===== config.mk =====
export PLATFORM = sky130hd
export DESIGN_NAME = w_scheduler
export DESIGN_NICKNAME = d
export VERILOG_FILES = /design/src/rtl/xbar_pkg.sv /design/src/rtl/w_order_fifo.sv /design/src/rtl/w_scheduler.sv
export SDC_FILE = /design/constraint.sdc
export NUM_CORES = 1
export LEC_CHECK = 0
export ABC_AREA = 1
export BUFFER_PORTS_ARGS = -buffer_cell sky130_fd_sc_hd__buf_2
export CELL_PAD_IN_SITES_DETAIL_PLACEMENT = 0
export CELL_PAD_IN_SITES_GLOBAL_PLACEMENT = 1
export CORE_ASPECT_RATIO = 0.5
export CORE_MARGIN = 4
export CORE_UTILIZATION = 26
export CTS_CLUSTER_SIZE = 28
export DETAILED_ROUTE_END_ITERATION = 12
export PLACE_DENSITY_LB_ADDON = 0.1
export REMOVE_ABC_BUFFERS = 1
export SLEW_MARGIN = 25
export SYNTH_ARGS = -nofsm -noshare
export SYNTH_HDL_FRONTEND = slang
export SYNTH_SLANG_ARGS = --single-unit

===== constraint.sdc =====
create_clock -name ACLK -period 3.8 [get_ports ACLK]
set_input_delay 1.14 -clock ACLK [delete_from_list [all_inputs] [get_ports ACLK]]
set_output_delay 1.14 -clock ACLK [all_outputs]
set_load 0.01 [all_outputs]

===== src/rtl/xbar_pkg.sv =====
// -----------------------------------------------------------------------------
// xbar_pkg
// Shared types and constants for the W-channel scheduler.
//   MID_WIDTH   : master-index width for the default 4-master configuration
//   aw_state_t  : AW arbitration FSM states
//   mid_width_f : master-index width for any master count (min 1 bit)
// -----------------------------------------------------------------------------
package xbar_pkg;

    localparam int NUM_MASTERS_DEFAULT = 4;
    localparam int MID_WIDTH           = $clog2(NUM_MASTERS_DEFAULT);

    typedef enum logic [0:0] {
        AW_IDLE = 1'b0,
        AW_HOLD = 1'b1
    } aw_state_t;

    // Index width for a given master count; a single master still needs one bit.
    function automatic int mid_width_f(input int num_masters);
        return (num_masters > 1) ? $clog2(num_masters) : 1;
    endfunction

endpackage


===== src/rtl/w_order_fifo.sv =====
// -----------------------------------------------------------------------------
// w_order_fifo
// Order queue of granted master indices. Extra-bit read/write pointers let
// every one of the DEPTH entries hold data (full and empty are told apart by
// the pointer MSB).
// Ports:
//   clk, rst      : clock, asynchronous active-high reset
//   push/push_data: enqueue one index (ignored when full)
//   pop           : dequeue the head (ignored when empty)
//   full/empty    : occupancy flags
//   count         : occupancy, 0..DEPTH
//   front         : head entry (valid when !empty)
// -----------------------------------------------------------------------------
module w_order_fifo #(
    parameter int WIDTH = 2,
    parameter int DEPTH = 4
) (
    input  logic                       clk,
    input  logic                       rst,
    input  logic                       push,
    input  logic [WIDTH-1:0]           push_data,
    input  logic                       pop,
    output logic                       full,
    output logic                       empty,
    output logic [$clog2(DEPTH):0]     count,
    output logic [WIDTH-1:0]           front
);

    localparam int AW = $clog2(DEPTH);

    logic [AW:0]      wr_ptr_q, wr_ptr_d;
    logic [AW:0]      rd_ptr_q, rd_ptr_d;
    logic [WIDTH-1:0] mem_q [DEPTH];
    logic             push_ok_s;
    logic             pop_ok_s;

    // Occupancy flags and next-pointer computation.
    always_comb begin
        count     = wr_ptr_q - rd_ptr_q;
        full      = (count == (AW+1)'(DEPTH));
        empty     = (count == (AW+1)'(0));
        front     = mem_q[rd_ptr_q[AW-1:0]];
        push_ok_s = push & ~full;
        pop_ok_s  = pop & ~empty;
        wr_ptr_d  = push_ok_s ? (wr_ptr_q + (AW+1)'(1)) : wr_ptr_q;
        rd_ptr_d  = pop_ok_s  ? (rd_ptr_q + (AW+1)'(1)) : rd_ptr_q;
    end

    // Pointer and storage registers; reset clears everything queued.
    always_ff @(posedge clk or posedge rst) begin
        if (rst) begin
            wr_ptr_q <= '0;
            rd_ptr_q <= '0;
            for (int i = 0; i < DEPTH; i++) begin
                mem_q[i] <= '0;
            end
        end else begin
            wr_ptr_q <= wr_ptr_d;
            rd_ptr_q <= rd_ptr_d;
            if (push_ok_s) begin
                mem_q[wr_ptr_q[AW-1:0]] <= push_data;
            end
        end
    end

endmodule


===== src/rtl/w_scheduler.sv =====
// -----------------------------------------------------------------------------
// w_scheduler
// Arbitrates AW requests from NUM_MASTERS masters onto one slave AW port
// (round-robin, grant held until accepted) and steers W beats to the slave in
// the order the AW handshakes completed.
// Ports:
//   ACLK, ARESET                 : clock, asynchronous active-high reset
//   AWVALID_M / AWREADY_M        : per-master AW handshake
//   AWVALID_S / AWREADY_S, AWSEL : slave AW handshake and granted master index
//   WVALID_M, WLAST_M, WDATA_M, WSTRB_M / WREADY_M : per-master W channel
//   WVALID_S, WDATA_S, WSTRB_S, WLAST_S / WREADY_S : steered slave W channel
//   OUTSTANDING                  : order-queue occupancy
// AWVALID_S/AWSEL are combinational in the grant cycle so a free slave can
// accept the winner without an extra cycle.
// -----------------------------------------------------------------------------
module w_scheduler
    import xbar_pkg::*;
#(
    parameter int NUM_MASTERS = 4,
    parameter int ORDER_DEPTH = 4,
    parameter int DATA_WIDTH  = 32,
    parameter int STRB_WIDTH  = 4,
    parameter int SEL_WIDTH   = mid_width_f(NUM_MASTERS)
) (
    input  logic                              ACLK,
    input  logic                              ARESET,
    input  logic [NUM_MASTERS-1:0]            AWVALID_M,
    output logic [NUM_MASTERS-1:0]            AWREADY_M,
    output logic                              AWVALID_S,
    input  logic                              AWREADY_S,
    output logic [SEL_WIDTH-1:0]              AWSEL,
    input  logic [NUM_MASTERS-1:0]            WVALID_M,
    input  logic [NUM_MASTERS-1:0]            WLAST_M,
    input  logic [NUM_MASTERS*DATA_WIDTH-1:0] WDATA_M,
    input  logic [NUM_MASTERS*STRB_WIDTH-1:0] WSTRB_M,
    output logic [NUM_MASTERS-1:0]            WREADY_M,
    output logic                              WVALID_S,
    output logic [DATA_WIDTH-1:0]             WDATA_S,
    output logic [STRB_WIDTH-1:0]             WSTRB_S,
    output logic                              WLAST_S,
    input  logic                              WREADY_S,
    output logic [$clog2(ORDER_DEPTH):0]      OUTSTANDING
);

    localparam int CNT_WIDTH = $clog2(ORDER_DEPTH) + 1;
    // Wide enough for start (<= N) plus offset (<= N-1) without overflow.
    localparam int RR_WIDTH  = SEL_WIDTH + 2;

    aw_state_t                  state_q, state_d;
    logic [SEL_WIDTH-1:0]       hold_sel_q, hold_sel_d;
    logic [SEL_WIDTH-1:0]       last_grant_q, last_grant_d;

    logic [2*NUM_MASTERS-1:0]   rr_req_dbl_s;
    logic [NUM_MASTERS-1:0]     rr_req_rot_s;
    logic [RR_WIDTH-1:0]        rr_start_s;
    logic [RR_WIDTH-1:0]        rr_offset_s;
    logic [RR_WIDTH-1:0]        rr_sum_s;
    logic [RR_WIDTH-1:0]        rr_wrap_s;
    logic                       rr_found_s;
    logic [SEL_WIDTH-1:0]       rr_winner_s;

    logic                       aw_valid_s;
    logic [SEL_WIDTH-1:0]       aw_sel_s;
    logic                       aw_hs_s;
    logic [NUM_MASTERS-1:0]     aw_ready_m_s;

    logic                       q_push_s;
    logic                       q_pop_s;
    logic                       q_full_s;
    logic                       q_empty_s;
    logic [CNT_WIDTH-1:0]       q_count_s;
    logic [SEL_WIDTH-1:0]       q_head_s;

    logic                       w_valid_s;
    logic [DATA_WIDTH-1:0]      w_data_s;
    logic [STRB_WIDTH-1:0]      w_strb_s;
    logic                       w_last_s;
    logic [NUM_MASTERS-1:0]     w_ready_m_s;

    // Round-robin pick: rotate the request vector so the search starts at
    // last_grant+1, take the lowest set bit, then rotate the offset back.
    always_comb begin
        rr_start_s   = RR_WIDTH'(last_grant_q) + RR_WIDTH'(1);
        rr_req_dbl_s = {AWVALID_M, AWVALID_M};
        rr_req_rot_s = NUM_MASTERS'(rr_req_dbl_s >> rr_start_s);
        rr_found_s   = 1'b0;
        rr_offset_s  = '0;
        for (int i = NUM_MASTERS - 1; i >= 0; i--) begin
            rr_found_s  = rr_found_s | rr_req_rot_s[i];
            rr_offset_s = rr_req_rot_s[i] ? RR_WIDTH'(i) : rr_offset_s;
        end
        rr_sum_s    = rr_start_s + rr_offset_s;
        rr_wrap_s   = (rr_sum_s >= RR_WIDTH'(NUM_MASTERS)) ?
                      (rr_sum_s - RR_WIDTH'(NUM_MASTERS)) : rr_sum_s;
        rr_winner_s = SEL_WIDTH'(rr_wrap_s);
    end

    // AW FSM next state: grant in IDLE, freeze the selection in HOLD.
    always_comb begin
        state_d    = state_q;
        hold_sel_d = hold_sel_q;
        aw_valid_s = 1'b0;
        aw_sel_s   = '0;
        case (state_q)
            AW_IDLE: begin
                if (rr_found_s && !q_full_s) begin
                    aw_valid_s = 1'b1;
                    aw_sel_s   = rr_winner_s;
                    hold_sel_d = rr_winner_s;
                    state_d    = AWREADY_S ? AW_IDLE : AW_HOLD;
                end else begin
                    state_d    = AW_IDLE;
                end
            end
            AW_HOLD: begin
                aw_valid_s = 1'b1;
                aw_sel_s   = hold_sel_q;
                state_d    = AWREADY_S ? AW_IDLE : AW_HOLD;
            end
            default: begin
                state_d    = AW_IDLE;
            end
        endcase
        aw_hs_s      = aw_valid_s & AWREADY_S;
        q_push_s     = aw_hs_s;
        last_grant_d = aw_hs_s ? aw_sel_s : last_grant_q;
        for (int i = 0; i < NUM_MASTERS; i++) begin
            aw_ready_m_s[i] = aw_hs_s & (aw_sel_s == SEL_WIDTH'(i));
        end
    end

    // AW FSM and arbitration history; master 0 has first priority after reset.
    always_ff @(posedge ACLK or posedge ARESET) begin
        if (ARESET) begin
            state_q      <= AW_IDLE;
            hold_sel_q   <= '0;
            last_grant_q <= SEL_WIDTH'(NUM_MASTERS - 1);
        end else begin
            state_q      <= state_d;
            hold_sel_q   <= hold_sel_d;
            last_grant_q <= last_grant_d;
        end
    end

    w_order_fifo #(
        .WIDTH (SEL_WIDTH),
        .DEPTH (ORDER_DEPTH)
    ) u_order_fifo (
        .clk       (ACLK),
        .rst       (ARESET),
        .push      (q_push_s),
        .push_data (aw_sel_s),
        .pop       (q_pop_s),
        .full      (q_full_s),
        .empty     (q_empty_s),
        .count     (q_count_s),
        .front     (q_head_s)
    );

    // W steering from the queue head. A push only becomes visible at the head
    // after the clock edge, so a beat can never bypass its own AW handshake.
    always_comb begin
        w_valid_s   = 1'b0;
        w_data_s    = '0;
        w_strb_s    = '0;
        w_last_s    = 1'b0;
        w_ready_m_s = '0;
        for (int i = 0; i < NUM_MASTERS; i++) begin
            if (!q_empty_s && (q_head_s == SEL_WIDTH'(i))) begin
                w_valid_s      = WVALID_M[i];
                w_data_s       = WDATA_M[i*DATA_WIDTH +: DATA_WIDTH];
                w_strb_s       = WSTRB_M[i*STRB_WIDTH +: STRB_WIDTH];
                w_last_s       = WLAST_M[i];
                w_ready_m_s[i] = WREADY_S;
            end else begin
                w_ready_m_s[i] = 1'b0;
            end
        end
        q_pop_s = w_valid_s & WREADY_S & w_last_s;
    end

    // Output drive; reset forces every output low without waiting for a clock.
    always_comb begin
        if (ARESET) begin
            AWVALID_S   = 1'b0;
            AWSEL       = '0;
            AWREADY_M   = '0;
            WVALID_S    = 1'b0;
            WDATA_S     = '0;
            WSTRB_S     = '0;
            WLAST_S     = 1'b0;
            WREADY_M    = '0;
            OUTSTANDING = '0;
        end else begin
            AWVALID_S   = aw_valid_s;
            AWSEL       = aw_sel_s;
            AWREADY_M   = aw_ready_m_s;
            WVALID_S    = w_valid_s;
            WDATA_S     = w_data_s;
            WSTRB_S     = w_strb_s;
            WLAST_S     = w_last_s;
            WREADY_M    = w_ready_m_s;
            OUTSTANDING = q_count_s;
        end
    end

endmodule


Word-level counts from Yosys, hierarchy flattened
Index checks and enable logic that the tools add are counted.
Cells by class
  shift-type cells: 1
  equal/unequal tests: 7
  reduce and logical (&&, ||, !) cells: 12
  bitwise logic cells: 17
  order comparisons: 4
  mux-type cells: 47
  add/sub/neg operators: 6
  multiply operators: 0
  div/mod/pow operators: 0
Operators by type and width (count)
  two-way mux 32 bit: 5
  two-way mux 4 bit: 7
  two-way mux 2 bit: 10
  two-way mux 1 bit: 18
  bitwise AND 1 bit: 9
  bitwise mux 8 bit: 1
  equality test 2 bit, second input constant: 4
  right shift 8 x 3 -> 4 bit: 1
  adder 3 x 1 -> 3 bit, second input constant: 2
  greater-or-equal comparator 3 bit, second input constant: 2
  logical AND 1 bit: 6
  inverter 2 -> 3 bit: 2
  adder 3 x 2 -> 4 bit: 1
  binary-select mux 2 bit (select 2 bit): 1
  demux 2 bit (select 2 bit): 1
  equality test 2 x 1 -> 1 bit, second input constant: 2
  greater-or-equal comparator 4 x 3 -> 1 bit, second input constant: 1
  zero test 2 bit: 2
  one-hot mux 1 bit (2 select lines): 2
  one-hot mux 2 bit (2 select lines): 1
  adder 2 x 1 -> 3 bit, second input constant: 1
  equality test 3 bit, second input constant: 1
  zero test 3 bit: 1
  less-than comparator 3 x 1 -> 1 bit, second input constant: 1
  other kinds (7): 12
Word-level totals
  memories kept: 0
  word-level logic and storage cells: 103
  output and inout bits: 52
  input bits: 160
  RAM bits: 0
  bits in latches: 0
  ROM bits: 0
  register bits: 19

Depth between registers and ports, before layout
  word-level depth: 14
  gate-level depth with buffers: 17

Hierarchy
A second synthesis with hierarchy kept.
Unflattened totals
  cell total of the unflattened synthesis: 486
  area total of the unflattened synthesis: 2825.2 µm²
By module, submodules not included
  w_scheduler: instances 1, cells an instance 377, area an instance 1961.9 µm²
  w_order_fifo: instances 1, cells an instance 109, area an instance 863.3 µm²

Least setup slack after synthesis
OpenSTA, ideal clock, no wires.
  path kind: input to output
  start point: in AWVALID_M[3]
  end point: out AWREADY_M[3]
  stages: 13
  data required time: 2660 ps
  buffers on the path: 0
  data arrival time: 2498 ps
  setup slack: 162 ps
  cell sequence: nand2_1 nand2_1 o21ai_2 inv_1 o21ai_0 ha_1 xor2_1 nand4_1 nand2_1 nand2_2 nand2_4 nand2_1 nor2_1
On the way
  word-level cells in the longest chain between the ends: 13
  elaborated cells on any way between the ends: 21
  classes of those cells: add/sub (2); order compare (1); eq/ne (1); shift (1); mux (10); bitwise (5); reduce/logical (1)
Ends and longest elaborated chain
  start: declaration: line w_scheduler.sv:27  | input logic [NUM_MASTERS-1:0] AWVALID_M,
  right shift 8 x 3 -> 4 bit (*): line w_scheduler.sv:85  | rr_req_rot_s = NUM_MASTERS'(rr_req_dbl_s >> rr_start_s);
  two-way mux 2 bit (4 in a row): line w_scheduler.sv:90  | rr_offset_s = rr_req_rot_s[i] ? RR_WIDTH'(i) : rr_offset_s;
  adder 3 x 2 -> 4 bit: line w_scheduler.sv:92  | rr_sum_s = rr_start_s + rr_offset_s;
  greater-or-equal comparator 4 x 3 -> 1 bit / subtractor 2 x 1 -> 2 bit (equally long branches): line w_scheduler.sv:93, w_scheduler.sv:94
  two-way mux 2 bit: line w_scheduler.sv:93  | rr_wrap_s = (rr_sum_s >= RR_WIDTH'(NUM_MASTERS)) ?
  two-way mux 2 bit: line w_scheduler.sv:106  | if (rr_found_s && !q_full_s) begin
  one-hot mux 2 bit (2 select lines): line w_scheduler.sv:104  | case (state_q)
  equality test 2 bit: line w_scheduler.sv:128  | aw_ready_m_s[i] = aw_hs_s & (aw_sel_s == SEL_WIDTH'(i));
  bitwise AND 1 bit (*): line w_scheduler.sv:128
  two-way mux 4 bit (*): line w_scheduler.sv:184  | if (ARESET) begin
  end: declaration: line w_scheduler.sv:28  | output logic [NUM_MASTERS-1:0] AWREADY_M,
Every way passes the cells marked *; elsewhere a longest branch is shown, timed or not.

Worst setup path after layout
  start point: in AWVALID_M[2]
  end point: out AWREADY_M[1]
On the way
  word-level cells in the longest chain between the ends: 13
  elaborated cells on any way between the ends: 21
  classes of those cells: add/sub (2); order compare (1); eq/ne (1); shift (1); mux (10); bitwise (5); reduce/logical (1)
Ends and longest elaborated chain (line)
  right shift 8 x 3 -> 4 bit (*): w_scheduler.sv:85
  two-way mux 2 bit (4 in a row): w_scheduler.sv:90
  adder 3 x 2 -> 4 bit: w_scheduler.sv:92
  greater-or-equal comparator 4 x 3 -> 1 bit / subtractor 2 x 1 -> 2 bit (equally long branches): w_scheduler.sv:93, w_scheduler.sv:94
  two-way mux 2 bit: w_scheduler.sv:93
  two-way mux 2 bit: w_scheduler.sv:106
  one-hot mux 2 bit (2 select lines): w_scheduler.sv:104
  equality test 2 x 1 -> 1 bit: w_scheduler.sv:128
  bitwise AND 1 bit (*): w_scheduler.sv:128
  two-way mux 4 bit (*): w_scheduler.sv:184
Marks and branches as above.

==> qor.yml <==
status: "finished, violations left"
violations: "setup timing"
path_cells: "buf_6 -> nand2_4 -> nand2_2 -> o21ai_2 -> inv_1 -> o21ai_2 -> ha_2 -> xor2_2 -> o21bai_1 -> nand2_1 -> nand2_2 -> nand2_4 -> inv_4 -> nand2_2 -> nor2_2 -> buf_2"
crit_path_end_kind: "output pin"
synth-seq-cells: 19
fin_util_pct: 42.4
fmax_ghz: 0.262
grt_pass1_wl_mm: 18.6
drt_iter0_drc: 108
dpl_cell_area_um2: 4130
fp.dieW_um: 158
layout_commonest_cell: "buf_2"
postRouteWirelength_mm: 12.7
grt_pass1_vias: 3823
via_count: 4071
startpoint_type: "primary input"
critPathTopFamily: "simple AND/OR/NAND/NOR gates"
stdcell_count: 878
slowest_delay_ns: 0.20
power_frac_comb_pct: 87.8
die_h_um: 83.2
drc: 0
worst-setup-path-type: "primary input to output pin"
drv_slew: 0
cts-buffers-inserted: 3
power_mw: 5.11
synth.area.top_cells: "nand2_1 (21%), dfrtp_1 (14%), nand3_1 (13%)"
wl_per_cell_um: 14.5
grt_start_max_net_pins: 45
power_frac_clock_pct: 4.2
netlist_area_um2: 2940
worst-path-max-fanout: 4
ys_seq_area_share_pct: 16.3
antenna_cells: 0
globalRouteOverflowTotal: 0
setup_violations: 1
final_area_um2: 4670
powerDensity_nw_per_um2: 1090
place_congestion: 0.773
cts_tree: "yes"
grt_usage_pct: 16.9
slew_headroom_pct: 71.2
fin_ws_ns: -0.0162
synth_top_area_share_pct: 21.2
ir_drop_mv: 0.506
arrival_ns: 2.68
seqPwrFrac_pct: 8.0
clockRootBuffer: "clkbuf_16"
hold_viol_final: 0
final_cell_mix: "buf_2 (207), nand2_1 (155), nand3_1 (67)"
hold_ws_ns: 0.483
ioPinCount: 212
required_ns: 2.66
synthCells: 513
worst-path-buf-inv: 4
num_rows: 27
post_drt_via_cell_ratio: 4.64
cts.path.max_buffers: 2
p_leak_nw: 2.78
ant_nets: 0
core_um2: 11000
layout.nets: 902
post-synth-top-area-cell: "nand2_1"
path_clk_slew_ns: 0.05
preCtsSetupSlack_ns: -0.100
p_int_mw: 2.26
clock_latency_ns: 0.25
slowest_stage: "ha_2"
max_cap_violations: 0
min_period_ns: 3.82
fin_crit_sh_pct: 100
dr.pass1.iters: 4
tightest_slew_ns: 0.432
io_buffers: 211
post-dp-hpwl_mm: 9.20
final_layout_size_suffix_gt1_share_pct: 44.2
sw_frac_of_total_pct: 55.7
placed_cells: 854
avgSynthCellArea_um2: 5.73
setup_tns_ns: -0.0162
skew_ns: 0.00264
hp-class: "flop to flop"
cts-htree-levels: 1
rsz0062_at_grt: "yes"
yosys_warnings: 0
cts_sinks: 19
synth_cell_types: 36
area_growth_syn_to_layout_pct: 58.8
dieArea_um2: 13200
start_util_pct: 26.7
grt_antenna_before_repair: 0
path_common_cell: "nand2_2"
p_sw_mw: 2.85
==> state kept, by name, summed over array words and instances (netlist names) <==
signal                 cells
u_order_fifo.mem_q         8
state_q                    1
last_grant_q               2
hold_sel_q                 2
u_order_fifo.wr_ptr_q      3
u_order_fifo.rd_ptr_q      3
==> what timing repair did <==
item | CTS | global route
pin swaps | 11 | 18
endpoints found under the hold margin | 0 | 0
endpoints found under the setup margin | 34 | 44
cloned | 0 | 4
resized for setup | 24 | 42
hold buffers | 0 | 0
setup buffers | 4 | 12
==> worst register-to-register path: stages, from the launching register on <==
cell and delay [ns]:
dfrtp_1 0.40, inv_2 0.10, ha_4 0.13, inv_2 0.03
fa_2 0.41, inv_2 0.07, nand2_2 0.06, nand2_2 0.08
nand2_4 0.06, nand2_1 0.11, nand2_4 0.10, o21ai_4 0.11
nor2_2 0.07, nand2_2 0.10, nand2_4 0.07, buf_4 0.13
buf_4 0.12, buf_4 0.14, nand2_1 0.06, nand2_1 0.04
==> final cells by class <==
type	instances	area (um2)
Sequential cell	19	478
Fill cell	1278	6340
Timing Repair Buffer	248	1480
Clock inverter	1	5.00
Multi-Input combinational cell	407	2230
Tap cell	145	181
Clock buffer	3	75.1
Inverter	55	221
==> power groups by stage <==
stage | clock [mW] | combinational (mW) | sequential, mW
4_1_cts | 0.222 | 3.91 | 0.394
2_1_floorplan | 0 | 2.48 | 0.376
3_5_place_dp | 0 | 3.78 | 0.393
5_1_grt | 0.231 | 5.03 | 0.421
6_report | 0.215 | 4.49 | 0.407
3_3_place_gp | 0 | 3.77 | 0.394
==> kinds of logic (layout without fill, tap and decap cells) <==
family                     after synthesis  after routing  synth area share [%]
buffers and inverters                   87            307                  14.0
and+or+nand+nor                        316            316                  48.3
DFF                                     19             19                  16.3
AOI/OAI and AO/OA                       80             80                  17.0
xor gates and xnor gates                 3              3                 0.894
adders and majority gates                8              8                  3.66
==> worst paths after layout <==
path	start	end	slack [ns]	depth (start not counted)
setup / recovery	AWVALID_M[2]	AWREADY_M[1]	-0.02	16
hold / removal	u_order_fifo.mem_q[7]	u_order_fifo.mem_q[7]	0.48	2
setup reg to reg	u_order_fifo.wr_ptr_q[0]	u_order_fifo.mem_q[7]	1.30	19
hold reg to reg	u_order_fifo.mem_q[7]	u_order_fifo.mem_q[7]	0.48	2
max in group asynchronous	ARESET	hold_sel_q[0]	2.38	4
min in group asynchronous	ARESET	u_order_fifo.wr_ptr_q[2]	0.95	3
==> synth_stat cells <==
cell type and n:
nand4_2 1, o21ai_2 1, o21ai_0 29, o21bai_1 4, nor3_1 2, ha_1 7, nor2_4 1, clkbuf_1 5
dfstp_2 2, buf_6 4, clkinv_4 1, buf_4 8, dfrtp_1 17, nand3b_1 1, inv_2 8, clkinv_1 1
nand2_4 3, nand3_1 74, or2_1 1, a21oi_1 3, nand2_2 11, o211ai_1 23, inv_1 45, fa_1 1
nor2_2 3, xor2_1 3, o21ai_1 6, or2_2 1, nand3_4 1, nand3_2 5, a31oi_1 13, nand4_1 4
o21ai_4 1, nand2_1 166, nor2_1 42, buf_2 15
==> layer usage <==
metal | GRT usage, % | up-vias | share of wire, %
met5 | 0 | - | 0
met4 | 3.72 | 0 | 1.9
met3 | 1.72 | 20 | 4.6
met2 | 32.7 | 111 | 50
met1 | 19.9 | 1824 | 43
li1 | - | 2116 | -
Note: power is estimated with default switching activity, not from simulation.
